File: config.mk
export PLATFORM = sky130hd
export DESIGN_NAME = psum_collector
export DESIGN_NICKNAME = d
export VERILOG_FILES = /design/src/rtl/psum_collector.sv
export SDC_FILE = /design/constraint.sdc
export NUM_CORES = 2
export LEC_CHECK = 0
export ABC_AREA = 1
export CORE_AREA = 2 2 526 424
export CTS_CLUSTER_SIZE = 16
export DETAILED_ROUTE_END_ITERATION = 7
export DIE_AREA = 0 0 528 426
export PLACE_DENSITY_LB_ADDON = 0.1
export SLEW_MARGIN = 20
export SYNTH_ARGS = -nofsm -noshare
export SYNTH_HDL_FRONTEND = slang
export SYNTH_SLANG_ARGS = --single-unit
export TNS_END_PERCENT = 1
File: constraint.sdc
create_clock -name clk -period 10.85 [get_ports clk]
set_input_delay 1.085 -clock clk [delete_from_list [all_inputs] [get_ports clk]]
set_output_delay 1.085 -clock clk [all_outputs]
set_load 0.05 [all_outputs]
File: src/rtl/psum_collector.sv
// Collects skewed per-lane partial sums into a per-lane accumulation buffer over
// several passes, then drains one entry index across all lanes per handshake.
module psum_collector #(
  parameter int unsigned col     = 8,
  parameter int unsigned psum_bw = 16,
  parameter int unsigned depth   = 16,
  parameter int unsigned vdly    = 1
) (
  input  logic                   clk,
  input  logic                   reset,
  input  logic [col*psum_bw-1:0] in_psum,
  input  logic [col-1:0]         in_valid,
  input  logic                   start,
  input  logic [7:0]             num_tiles,
  input  logic                   relu_en,
  input  logic                   out_ready,
  output logic                   out_valid,
  output logic [col*psum_bw-1:0] out_data,
  output logic                   busy,
  output logic                   done,
  output logic                   err
);

  localparam int unsigned PtrW = $clog2(depth);
  localparam logic [PtrW-1:0] LastIdx = PtrW'(depth - 1);
  localparam logic [psum_bw-1:0] SatMax = {1'b0, {(psum_bw-1){1'b1}}};
  localparam logic [psum_bw-1:0] SatMin = {1'b1, {(psum_bw-1){1'b0}}};

  typedef enum logic [1:0] {StIdle, StAccum, StDrain} state_e;

  state_e state_q, state_d;
  logic [7:0]         ntl_q, ntl_d;
  logic               relu_q, relu_d;
  logic [PtrW-1:0]    rd_idx_q, rd_idx_d;
  logic               out_valid_q, out_valid_d;
  logic               done_q, done_d;
  logic               err_q, err_d;

  logic [PtrW-1:0]    ptr_q [col];
  logic [PtrW-1:0]    ptr_d [col];
  logic [7:0]         tile_q [col];
  logic [7:0]         tile_d [col];
  logic [psum_bw-1:0] acc_q [col][depth];

  logic [col-1:0]     dv;
  logic [col*psum_bw-1:0] dp;
  logic [col-1:0]     lane_done;
  logic [col-1:0]     wr_en;
  logic               lane_err;
  logic [psum_bw-1:0] lane_in [col];
  logic [psum_bw-1:0] old_val [col];
  logic [psum_bw:0]   sum [col];
  logic [psum_bw-1:0] sat_val [col];
  logic [psum_bw-1:0] wr_data [col];
  logic [psum_bw-1:0] rd_val;

  // Valid/psum alignment pipeline; vdly=0 is a straight pass-through.
  if (vdly == 0) begin : g_nodly
    assign dv = in_valid;
    assign dp = in_psum;
  end else begin : g_dly
    logic [col-1:0]         dv_q [vdly];
    logic [col*psum_bw-1:0] dp_q [vdly];
    always_ff @(posedge clk or posedge reset) begin
      if (reset) begin
        for (int i = 0; i < int'(vdly); i++) begin
          dv_q[i] <= '0;
          dp_q[i] <= '0;
        end
      end else begin
        dv_q[0] <= in_valid;
        dp_q[0] <= in_psum;
        for (int i = 1; i < int'(vdly); i++) begin
          dv_q[i] <= dv_q[i-1];
          dp_q[i] <= dp_q[i-1];
        end
      end
    end
    assign dv = dv_q[vdly-1];
    assign dp = dp_q[vdly-1];
  end

  always_comb begin
    lane_err  = 1'b0;
    wr_en     = '0;
    lane_done = '0;
    for (int c = 0; c < int'(col); c++) begin
      ptr_d[c]     = ptr_q[c];
      tile_d[c]    = tile_q[c];
      lane_done[c] = (tile_q[c] == ntl_q);
      lane_in[c]   = dp[c*psum_bw +: psum_bw];
      old_val[c]   = acc_q[c][ptr_q[c]];
      sum[c]       = {lane_in[c][psum_bw-1], lane_in[c]} + {old_val[c][psum_bw-1], old_val[c]};
      // Overflow iff the extended sign disagrees with the result sign.
      if (sum[c][psum_bw] != sum[c][psum_bw-1]) begin
        sat_val[c] = sum[c][psum_bw] ? SatMin : SatMax;
      end else begin
        sat_val[c] = sum[c][psum_bw-1:0];
      end
      wr_data[c] = (tile_q[c] == 8'd0) ? lane_in[c] : sat_val[c];
      if (dv[c] && state_q != StIdle) begin
        if (state_q == StDrain || lane_done[c]) begin
          lane_err = 1'b1;
        end else begin
          wr_en[c] = 1'b1;
          ptr_d[c] = ptr_q[c] + PtrW'(1);
          if (ptr_q[c] == LastIdx) tile_d[c] = tile_q[c] + 8'd1;
        end
      end
      if (state_q == StIdle && start) begin
        ptr_d[c]  = '0;
        tile_d[c] = '0;
      end
    end
  end

  always_comb begin
    state_d     = state_q;
    ntl_d       = ntl_q;
    relu_d      = relu_q;
    rd_idx_d    = rd_idx_q;
    out_valid_d = 1'b0;
    done_d      = 1'b0;
    err_d       = err_q | lane_err;
    case (state_q)
      StIdle: begin
        if (start) begin
          state_d  = StAccum;
          ntl_d    = (num_tiles == 8'd0) ? 8'd1 : num_tiles;
          relu_d   = relu_en;
          rd_idx_d = '0;
          err_d    = 1'b0;
        end
      end
      StAccum: begin
        if (start) err_d = 1'b1;
        if (&lane_done) state_d = StDrain;
      end
      StDrain: begin
        if (start) err_d = 1'b1;
        out_valid_d = 1'b1;
        if (out_valid_q && out_ready) begin
          rd_idx_d = rd_idx_q + PtrW'(1);
          if (rd_idx_q == LastIdx) begin
            state_d     = StIdle;
            out_valid_d = 1'b0;
            done_d      = 1'b1;
          end
        end
      end
      default: state_d = StIdle;
    endcase
  end

  always_ff @(posedge clk or posedge reset) begin
    if (reset) begin
      state_q     <= StIdle;
      ntl_q       <= 8'd1;
      relu_q      <= 1'b0;
      rd_idx_q    <= '0;
      out_valid_q <= 1'b0;
      done_q      <= 1'b0;
      err_q       <= 1'b0;
      for (int c = 0; c < int'(col); c++) begin
        ptr_q[c]  <= '0;
        tile_q[c] <= '0;
      end
    end else begin
      state_q     <= state_d;
      ntl_q       <= ntl_d;
      relu_q      <= relu_d;
      rd_idx_q    <= rd_idx_d;
      out_valid_q <= out_valid_d;
      done_q      <= done_d;
      err_q       <= err_d;
      for (int c = 0; c < int'(col); c++) begin
        ptr_q[c]  <= ptr_d[c];
        tile_q[c] <= tile_d[c];
      end
    end
  end

  // Buffer contents are deliberately left unreset.
  always_ff @(posedge clk) begin
    for (int c = 0; c < int'(col); c++) begin
      if (wr_en[c]) acc_q[c][ptr_q[c]] <= wr_data[c];
    end
  end

  always_comb begin
    out_data = '0;
    rd_val   = '0;
    for (int c = 0; c < int'(col); c++) begin
      rd_val = acc_q[c][rd_idx_q];
      if (relu_q && rd_val[psum_bw-1]) rd_val = '0;
      if (out_valid_q) out_data[c*psum_bw +: psum_bw] = rd_val;
    end
  end

  assign out_valid = out_valid_q;
  assign busy      = (state_q != StIdle);
  assign done      = done_q;
  assign err       = err_q;

endmodule

==> results.md <==
* Status: complete, no violations
* Largest net degree at the start of global routing at between 200 and 250
* Clock Path Buffers at 4
* Sequential area share after synthesis at 0.563
* Routed via count at between 100k and 150k
* Seq cells post-synth at approximately 2300
* Relative slew slack at 0.00348
* Final TNS setup at 0 ns
* Avg WL per Cell at 24.3 um
* Kind of cell adding the most delay to the critical path: buffers and inverters
* Storage element area at a little under 0.07 mm^2
* Vias per std cell at about 6.3
* Area share of the largest cell type after synthesis at 0.511
* CTS resizes at 0
* Synth warnings at 0
* Setup crit start kind: flip-flop
* Num CTS Buffers at roughly 240
* Fin crit share at 0.740
* Count leader, synth: nand2_1
* Share of cells above drive strength 1 at 0.0685
* Hold Path Class: flip-flop to flip-flop
* Max Cap Viol at 0
* RSZ-0062 raised after global routing: no
* Number of setup buffers added after CTS at 0
* Fill count at between 15000 and 20000
* FMAX at 125 MHz
* Power density over the cells at between 300 and 400 mW/mm^2
* First-pass GRT wire length at between 500 and 600 mm
* DR WL met3 at 47.6 mm
* Critical path type: flip-flop to primary output
* Chip Width at between 500 and 600 um
* Initial Utilization at 0.549
* Met2 Wirelength at between 150 and 200 mm
* Clk_lat worst skew at about 0.92 ns
* Post-synth EDFFs at 2048
* I/O pins at 281
* Final Hold Fails at 0
* Final Wtd Congestion at between 0.9 and 1
* Clock slew at reported path FFs at approximately 0.060 ns
* Core Area at 0.219 mm^2
* Net Sw Frac at 0.460
* CP Max Fanout at 31
* Final Skew at 0.0512 ns
* Gr ovfl total at 0
* Synthesized area at 0.120 mm^2
* CP required at ~9.8 ns
* Critical Path Max Stage Delay at 0.89 ns
* Post-Syn Nets at about 14000
* Asr flop ratio synth at 0.109
* CP Data Arrival Time at 6.95 ns
* Placement Rows at around 150
* Final total power at just over 0.04 W
* Mapped Cells at 13400
* Setup violation total in the final timing report at 0
* Critical-path top delay cell: nand2_2
* Initial antenna violation count at 5
* Ranking of synthesized cells by area: edfxtp_1 (51%), o21ai_0 (9.1%), nand2_1 (7.0%)
* Static leakage at ~50 nW
* All-Layer GR Usage at 0.342
* CTS Sinks at 2298
* Area delta synth->final at 10.5%
* Wl on met1 at 160 mm
* CP Buf/Inv Count at 4
* CTS Root Cell: clkbuf_16
* H-tree levels at 4
* # DRC at 0
* Post-synth top cells: nand2_1 (2257), o21ai_0 (2180), edfxtp_1 (2048)
* Largest area contributor in the netlist: edfxtp_1
* Area of the multi-input gates at roughly 0.045 mm^2
* Post-CTS Hold Fix Bufs at 0
* Clock group share of total power at 0.197
* Reg power frac at 0.311
* TritonRoute pass-1 iters at 8
* Final slew viol count at 0
* Tmin final at approximately 8.0 ns
* Iter 0 DRT Violations at roughly 15000
* # port buffers at 280
* Antenna-violating nets left at 0
* TritonCTS clock tree: yes
* Comb power frac at 0.492
* Detailed Place HPWL at 234 mm
* Vias in the first global route at 94500
* Least-Margin Pin Slew at 1.49 ns
* DR top layer: met5
* Internal power at ~0.022 W
* Peak VDD IR at approximately 0.27 mV
* DIE AREA at roughly 0.22 mm^2
* Synth Area per Inst at ~9 um^2
* Die Y at between 400 and 500 um
* CP Capture Type: primary output
* P_sw at 0.0191 W
* Yosys cell types at 54
* Final #Nets at around 14000
* Total Wirelength at slightly below 400 mm
* Post-synth top flop: edfxtp_1
* Crit-path cells: buf_4 > nand2_2 > clkinv_2 > buf_4 > o211ai_2 > o31ai_1 > a21oi_1 > nand2_1 > nand2_2 > nor2_2 > clkdlybuf4s50_1
cell families (layout without fill, tap and decap cells):
kind of cell    count (synthesis)  in the layout  share of synthesized area
flops                        2298           2298                      0.563
other cells                     0              1                          0
xor+xnor                      176            176                     0.0128
simple gates                 4989           4989                      0.174
buf+inv                      1849           1952                     0.0655
compound gates               3851           3851                      0.165
fa+ha+maj                     190            190                     0.0203
path summary, 6_finish.rpt:
check	cells after the start	to	from	slack [ns]
min in group asynchronous	2	dp[74]	reset	0.73
worst max-delay path	11	out_data[52]	rd_idx_q[3]	2.82
worst min-delay path	2	state_q[1]	state_q[1]	0.55
max in group asynchronous	3	ptr_q[24]	reset	8.48
worst max register to register	17	acc_q[0][83]	ptr_q[28]	4.94
worst min register to register	2	state_q[1]	state_q[1]	0.55
registers in the layout, indices dropped and copies added (netlist names), 2 cells and up:
register,count
dv,8
state_q,2
ptr_q,32
acc_q,2048
dp,128
tile_q,64
ntl_q,8
rd_idx_q,4
worst min-delay path, delay by kind of cell (launching register included):
| kind | cells | cell delay [ns] |
|---|---|---|
| flops | 1 | 0.40 |
| simple gates | 2 | 0.12 |
through the flow:
stage               hold WS [ns]  std cells  worst slack, ns   util  area, um^2
floorplan                  0.490      13400             2.90      -      120000
global placement           0.514      15900             3.98  0.571      125000
detailed placement         0.529      15900             3.94  0.571      125000
CTS                        0.544      16300             2.96  0.606      133000
global route               0.565      16300             2.76  0.607      133000
finish                     0.548      16300             2.82  0.607      133000
cell type report:
type                    count  share of cell area
flip-flops and latches   2298               0.510
multi-input cells        9206               0.341
clock buffers             297              0.0472
repair buffers            548              0.0372
inverters                 973              0.0277
well taps                2886              0.0271
clock inverters           134             0.00984
diodes                      1           0.0000188
power groups by stage:
stage	clock network (W)	registers (W)	logic [W]
after floorplan	0	0.0125	0.0138
after global placement	0	0.0131	0.0193
after detailed placement	0	0.0131	0.0197
after CTS	0.00824	0.0129	0.0198
after global routing	0.00860	0.0130	0.0223
final	0.00818	0.0129	0.0204
layer usage:
| layer | global-route usage | vias up |
|---|---|---|
| met4 | 0.142 | 4 |
| met1 | 0.493 | 48700 |
| met3 | 0.0642 | 1005 |
| met5 | 0 | - |
| li1 | - | 46100 |
| met2 | 0.510 | 6447 |
layout by cell type (no fill, tap or decap), types with 24 or more instances in the layout:
master and instances:
nor2_1 1331, nand4_1 170, a21oi_1 1282, dfrtp_1 228, o221ai_1 30, edfxtp_1 2048, inv_1 935, o22ai_1 57
nand2_1 2256, clkdlybuf4s50_1 280, clkbuf_16 239, ha_1 182, o211ai_1 25, a21oi_2 70, clkbuf_1 50, nor2_2 111
nor3_1 29, bufinv_16 24, nand3_1 956, a31oi_1 28, nand3b_1 31, xor2_1 119, buf_4 256, clkinv_2 44
clkinv_1 53, o21ai_1 122, inv_2 26, xnor2_1 57, nor2_4 28, o21ai_0 2180
Power figures use the tool's default switching activity.
